## src/rtl/wdt.sv

```systemverilog
// rtl/wdt.sv - Watchdog timer slave: key-protected kick, interrupt on first miss, reset request on second.
module wdt #(
    parameter int unsigned       ADDR_W    = 32,
    parameter int unsigned       DATA_W    = 32,
    parameter logic [DATA_W-1:0] KICK_KEY  = 32'h5A5A_A5A5,
    parameter int unsigned       RST_PULSE = 16
) (
    input  logic              clk_i,
    input  logic              rst_i,
    input  logic              req_i,
    input  logic              we_i,
    input  logic [ADDR_W-1:0] addr_i,
    input  logic [DATA_W-1:0] data_i,
    output logic [DATA_W-1:0] data_o,
    output logic              ready_o,
    output logic              int_o,
    output logic              rst_req_o
);
    typedef enum logic [1:0] {
        S_IDLE    = 2'd0,
        S_COUNT   = 2'd1,
        S_EXPIRED = 2'd2,
        S_RESET   = 2'd3
    } state_e;

    localparam int unsigned       RCW       = (RST_PULSE > 1) ? $clog2(RST_PULSE) : 1;
    localparam logic [RCW-1:0]    RCNT_INIT = RCW'(RST_PULSE - 1);
    localparam logic [DATA_W-1:0] ONE       = DATA_W'(1);

    state_e            state_q;
    logic [3:0]        ctrl_q;
    logic [DATA_W-1:0] load_q;
    logic [DATA_W-1:0] count_q;
    logic [DATA_W-1:0] data_q;
    logic [2:0]        status_q;
    logic [2:0]        status_d;
    logic [RCW-1:0]    rcnt_q;
    logic              ready_q;
    logic              rst_req_q;

    logic [2:0]        sel;
    logic              accept;
    logic              wr;
    logic              rd;
    logic              wr_ctrl;
    logic              wr_load;
    logic              wr_kick;
    logic              wr_status;
    logic              en_clear;
    logic              kick_ok;
    logic              kick_bad;
    logic              last;
    logic              to_set;
    logic              rstd_set;
    logic              to_clr;
    logic [DATA_W-1:0] rdata;
    logic              unused_addr;

    assign sel         = addr_i[4:2];
    assign unused_addr = ^{addr_i[ADDR_W-1:5], addr_i[1:0]};

    // A request is taken only while ready is low, so a request held through
    // the completion cycle is never sampled twice.
    assign accept    = req_i & ~ready_q;
    assign wr        = accept & we_i;
    assign rd        = accept & ~we_i;
    assign wr_ctrl   = wr && (sel == 3'd0) && !ctrl_q[3];
    assign wr_load   = wr && (sel == 3'd1) && !ctrl_q[3];
    assign wr_kick   = wr && (sel == 3'd3);
    assign wr_status = wr && (sel == 3'd4);
    assign en_clear  = wr_ctrl && !data_i[0];
    assign kick_ok   = wr_kick && (data_i == KICK_KEY);
    assign kick_bad  = wr_kick && (data_i != KICK_KEY);
    assign last      = (count_q <= ONE);

    // A valid kick on the terminal edge suppresses the timeout event.
    assign to_set   = !en_clear && !kick_ok && last && (state_q == S_COUNT);
    assign rstd_set = !en_clear && !kick_ok && last && (state_q == S_EXPIRED) && ctrl_q[2];
    assign to_clr   = !en_clear && (state_q == S_RESET) && (rcnt_q == '0);

    always_comb begin
        status_d = status_q;
        if (wr_status) status_d = status_q & ~data_i[2:0];
        if (to_clr)    status_d[0] = 1'b0;
        if (to_set)    status_d[0] = 1'b1;
        if (kick_bad)  status_d[1] = 1'b1;
        if (rstd_set)  status_d[2] = 1'b1;
    end

    always_comb begin
        rdata = '0;
        case (sel)
            3'd0:    rdata[3:0] = ctrl_q;
            3'd1:    rdata      = load_q;
            3'd2:    rdata      = count_q;
            3'd4:    rdata[2:0] = status_q;
            default: rdata      = '0;
        endcase
    end

    always_ff @(posedge clk_i) begin
        if (rst_i) begin
            state_q   <= S_IDLE;
            ctrl_q    <= '0;
            load_q    <= '1;
            count_q   <= '1;
            status_q  <= '0;
            rcnt_q    <= '0;
            ready_q   <= 1'b0;
            data_q    <= '0;
            rst_req_q <= 1'b0;
        end else begin
            ready_q  <= accept;
            data_q   <= rd ? rdata : '0;
            status_q <= status_d;
            if (wr_ctrl) ctrl_q <= data_i[3:0];
            if (wr_load) load_q <= (data_i == '0) ? ONE : data_i;

            if (en_clear) begin
                state_q   <= S_IDLE;
                rst_req_q <= 1'b0;
            end else begin
                case (state_q)
                    S_IDLE: begin
                        count_q <= load_q;
                        if (ctrl_q[0]) state_q <= S_COUNT;
                    end
                    S_COUNT: begin
                        if (kick_ok || last) count_q <= load_q;
                        else                 count_q <= count_q - ONE;
                        if (to_set) state_q <= S_EXPIRED;
                    end
                    S_EXPIRED: begin
                        if (kick_ok) begin
                            count_q <= load_q;
                            state_q <= S_COUNT;
                        end else if (last) begin
                            if (ctrl_q[2]) begin
                                state_q   <= S_RESET;
                                rst_req_q <= 1'b1;
                                rcnt_q    <= RCNT_INIT;
                            end else begin
                                count_q <= load_q;
                            end
                        end else begin
                            count_q <= count_q - ONE;
                        end
                    end
                    S_RESET: begin
                        if (rcnt_q == '0) begin
                            rst_req_q <= 1'b0;
                            count_q   <= load_q;
                            state_q   <= S_COUNT;
                        end else begin
                            rcnt_q <= rcnt_q - 1'b1;
                        end
                    end
                    default: state_q <= S_IDLE;
                endcase
            end
        end
    end

    assign data_o    = data_q;
    assign ready_o   = ready_q;
    assign rst_req_o = rst_req_q;
    assign int_o     = status_q[0] & ctrl_q[1];

endmodule

```

## config.mk

```make
export PLATFORM = sky130hd
export DESIGN_NAME = wdt
export DESIGN_NICKNAME = d
export VERILOG_FILES = /design/src/rtl/wdt.sv
export SDC_FILE = /design/constraint.sdc
export NUM_CORES = 1
export LEC_CHECK = 0
export BUFFER_PORTS_ARGS = -buffer_cell sky130_fd_sc_hd__buf_4
export CELL_PAD_IN_SITES_DETAIL_PLACEMENT = 0
export CELL_PAD_IN_SITES_GLOBAL_PLACEMENT = 2
export CORE_ASPECT_RATIO = 0.7
export CORE_UTILIZATION = 33
export CTS_CLUSTER_DIAMETER = 80
export CTS_CLUSTER_SIZE = 20
export DETAILED_ROUTE_END_ITERATION = 6
export GPL_ROUTABILITY_DRIVEN = 0
export PLACE_DENSITY = 0.84
export SLEW_MARGIN = 5
export SYNTH_ARGS = -nofsm -noshare
export SYNTH_HDL_FRONTEND = slang
export SYNTH_SLANG_ARGS = --single-unit
```

## constraint.sdc

```tcl
create_clock -name clk_i -period 3.6 [get_ports clk_i]
set_clock_uncertainty 0.05 [all_clocks]
set_input_delay 0.18 -clock clk_i [delete_from_list [all_inputs] [get_ports clk_i]]
set_output_delay 0.18 -clock clk_i [all_outputs]
set_load 0.01 [all_outputs]
```

======== After elaboration in Yosys (flattened, before gate mapping) ========
Index checks and enable logic that the tools add are counted.
operators by class
  add/subtract/negate cells ............... 2
  $mul .................................... 0
  div/mod/pow operators ................... 0
  $lt $le $gt $ge ......................... 1
  eq/ne operators ......................... 19
  shift operators ......................... 0
  muxes and demuxes ....................... 32
  bitwise operators ....................... 10
  reductions and logical operators ........ 35
operators by type and width
  kind                     number
  $mux W32                 6
  $pmux W32 S4             1
  $pmux W28 S2             1
  $eq A32 B31 Y1 const B   1
  $le A32 B1 Y1 const B    1
  $logic_not A32 Y1        1
  $ne A32 B31 Y1 const B   1
  $sub A32 B1 Y32 const B  1
  $logic_and A1 B1 Y1      16
  $mux W4                  4
  $mux W2                  6
  $ne A2 B2 Y1 const B     6
  $pmux W3 S4              1
  $reduce_and A5 Y1        2
  $mux W1                  8
  $pmux W2 S4              1
  $pmux W4 S2              1
  $eq A3 B2 Y1 const B     2
  $ne A3 B3 Y1 const B     2
  $reduce_and A6 Y1        1
  $reduce_bool A2 Y1       3
  $and A1 B1 Y1            4
  $eq A2 B2 Y1 const B     2
  $logic_not A1 Y1         4
  other kinds (19)         23
word-level totals
  register bits ........................... 111
  latch bits .............................. 0
  RAM bits ................................ 0
  ROM bits ................................ 0
  input bits .............................. 68
  output and inout port bits .............. 35
  logic and storage cells ................. 110
  memories ................................ 0

======== Logic depth before layout (Yosys ltp) ========
  depth after elaboration ................. 12
  depth in mapped cells ................... 10
  mapped depth without buffers ............ 8

======== Worst setup path after synthesis ========
Ideal clock, no wire load.
  path kind ............................... reg2reg
  start point ............................. register count_q[8]
  end point ............................... register count_q[8]
  library setup time ...................... 131 ps
  data arrival time ....................... 2423 ps
  required time ........................... 3419 ps
  path slack .............................. 996 ps
  stages on the path, launching flop included .. 10
  path buffers ............................ 3
  clock period less this slack ............ 2604 ps
  cell sequence ........................... dfxtp_1 > or4_4 > or3_1 > buf_6 > nor3_4 > nor3_1 > buf_2 > buf_2 > a41oi_1 > o221ai_2
on the way
  longest elaborated chain between the ends .. 4
  elaborated cells between the ends (all ways) .. 9
  those cells by class .................... 1 x add/sub; 1 x order compare; 1 x eq/ne; 4 x mux; 2 x reduce/logical
RTL lines
  what                                                     line          source
  start: declaration                                       33            logic [DATA_W-1:0] count_q;
  start signal: assignment                                 125           count_q <= load_q;
  start signal: assignment                                 129           if (kick_ok || last) count_q <= load_q;
  start signal: assignment                                 130           else count_q <= count_q - ONE;
  $sub A32 B1 Y32 / $le A32 B1 Y1 (equally long branches)  130, 146, 74
  $mux W32 / $logic_or A1 B1 Y1 (equally long branches)    137, 129
  $mux W32, on equally long branches                       134, 129
  $pmux W32 S4                                             123           case (state_q)
Several ways; a longest one is shown, not always the timed one.
A chain may end at the register's enable or synchronous reset.

======== Worst setup path in the final report ========
  start point ............................. register count_q[8]
  end point ............................... register count_q[15]
Same word-level chain as after synthesis.

==> impl_metrics.py <==
metrics = {
    "outcome": {
        "status": "complete, no violations",
    },
    "routing": {
        "avgViaCountPerCell": 5.54,
        "firstDrtPassIters": 5,
        "ant_nets": 0,
        "finalWirelength_mm": 18.0,
        "via_count": 5330,
        "routedWlPerCell_um": 18.7,
        "initialDrtViolationCount": 368,
        "drc": 0,
    },
    "synth": {
        "synth_edf_count": 0,
        "async_flop_share_pct": 0,
        "synth_area_leaders": "dfxtp_1, nand2_1, nand3_1, nor2_1, a22oi_1",
        "seq_area_frac_synth_pct": 40.1,
        "synth_cells": 664,
        "yosys.area.top_type_share_pct": 40.1,
        "yosysTopAreaCell": "dfxtp_1",
        "syn_nets": 741,
        "ys_warn_count": 0,
        "ys_ff_latch": 111,
        "synth_ff_type": "dfxtp_1",
        "netlist_area_sq_mm": 0.00554,
        "syn_area_per_cell_sq_um": 8.35,
        "synth_cell_types": 67,
    },
    "setup_path": {
        "crit_end": "count_q[15]",
        "crit_path_max_fanout": 31,
        "r2r_start": "count_q[8]",
        "critPathKind": "reg2reg",
        "r2r_slack_ps": 480,
        "cp-end-kind": "register",
        "worstPathArrival_ps": 3370,
        "cp-start-kind": "register",
        "r2r-end": "count_q[15]",
        "worstPathRequired_ps": 3840,
        "rr_worst_depth": 7,
        "startpoint": "count_q[8]",
    },
    "global_route": {
        "grt_max_degree": 41,
        "grt_pass1_vias": 5327,
        "grt_pass1_wl_mm": 28.8,
        "antenna_found_initial": 0,
        "overflow": 0,
        "track_usage_pct": 21.6,
    },
    "cts": {
        "clock_tree.root_cell": "clkbuf_16",
        "clkLatencyLatePin_ps": 360,
        "clock_path_buffers": 2,
        "clkTransAtPathRegs_ps": 70,
        "numCtsBuffers": 9,
        "clock_sinks": 111,
        "cts_tree": "built",
        "cts_max_level": 3,
    },
    "sta": {
        "slew_headroom_pct": 37.0,
        "hold_viol_final": 0,
        "hold_slack_ps": 12.6,
        "layout_min_cycle_time_ps": 3120,
        "timing.final.crit_share_pct": 86.8,
        "rsz0062_at_grt": "no",
        "tightest_slew_ps": 941,
        "slew_viol_final": 0,
        "setup_slack_ps": 476,
        "fin_tns_setup_ps": 0,
        "finalSetupViolations": 0,
        "max_freq_mhz": 320,
    },
    "die": {
        "num_rows": 39,
        "die_h_um": 110,
        "dieArea_sq_mm": 0.0173,
        "core-area_sq_mm": 0.0163,
        "initial_utilization_pct": 33.9,
        "io_pins": 103,
        "die_w_um": 157,
    },
    "hold_path": {
        "hp-class": "in2reg",
    },
    "power_and_ir_drop": {
        "vdd_drop_max_uv": 204,
        "finalPower_mw": 2.83,
        "leakage_nw": 2.68,
        "power.density_mw_per_mm2": 419,
    },
    "layout": {
        "layout_commonest_cell": "dfxtp_1",
        "num-nets-final": 809,
        "antenna_cells": 0,
        "drive_gt1_share_pct": 18.9,
        "syn2layout_area_growth_pct": 21.9,
        "layout_common_cells": "dfxtp_1, buf_4, nand2_1, nor2_1, nand3_1",
    },
    "place": {
        "port_buffers": 73,
        "post-dp-hpwl_mm": 12.4,
        "dp_slack_ps": 525,
    },
    "flow_run": {
        "cap_violations": 0,
    },
}
## where the power goes
| part | internal [mW] | switching, mW | total, mW | leakage, nW |
|---|---|---|---|---|
| combinational | 0.180 | 0.201 | 0.380 | 1.62 |
| clock | 0.627 | 0.472 | 1.10 | 0.162 |
| sequential | 1.28 | 0.0700 | 1.35 | 0.901 |
## cell usage after synthesis, drive strengths merged (11+ instances only)
master / instances
nand2: 82
buf: 11
o21ai: 25
inv: 22
nor3: 28
nand3: 51
dfxtp: 111
a22oi: 36
clkbuf: 39
nand4: 11
nor2: 68
nor4: 16
a221oi: 15
a21oi: 22
## worst min-delay path by stage
stage,start,to,slack [ps],depth (start not counted)
after floorplan,data_i[10],load_q[10],250,2
after global placement,data_i[23],load_q[23],350,3
after detailed placement,data_i[23],load_q[23],360,3
after CTS,data_i[15],load_q[15],2,3
after global routing,data_i[19],load_q[19],8,3
final,data_i[19],load_q[19],10,3
## registers in the layout, summed over array words and instances, names as in the netlist
signal / flops
data_o: 32
ctrl_q: 4
rcnt_q: 4
count_q: 32
rst_req_o: 1
ready_o: 1
state_q: 2
status_q: 3
load_q: 32
## logic make-up after synthesis
logic type               count (synthesis)  share of synthesized area, %
AND/OR/NAND/NOR                        302                          27.3
AO/OA/AOI/OAI                          152                          21.4
flip-flops                             111                          40.1
multiplexers                             7                          1.26
adder cells (fa/ha/maj)                  9                          2.03
XOR/XNOR                                11                          1.74
buffers and inverters                   72                          6.16
## worst max-delay path, cell delays in order, from the launching register on
cell	delay, ps
dfxtp_1	360
or4_4	590
or3_1	540
or4_4	610
o211ai_4	90
buf_4	460
a22oi_2	150
a21oi_1	180
## layout make-up
cell class                 count  area (sq um)
timing repair buffer         107           856
inverter                      22          82.6
multi-input combinational    481          2990
tap                          225           282
fill                        1671          9590
clock buffer                  10           239
sequential                   111          2220
clock inverter                 6          83.8
## per-layer routing
metal  up-vias  track usage, %  wire length (um)
met3        21            4.40               854
li1       2572               -                 -
met2       153            32.0              7730
met1      2584            30.7              9040
met5         -               0                 0
met4         0            7.65               344
## metrics by stage
stage / area [sq um] / util [%] / instances
finish: 6760 / 41.3 / 962
global route: 6760 / 41.3 / 962
CTS: 6760 / 41.3 / 962
detailed placement: 6270 / 38.4 / 930
global placement: 6270 / 38.4 / 930
floorplan: 5540 / - / 664
## repair_timing
item | in CTS | in global routing
endpoints found under the hold margin | 16 | 0
setup buffers | 0 | 0
gates resized for setup | 0 | 0
hold buffers | 16 | 0
No activity file was read; power rests on OpenSTA's default activity.
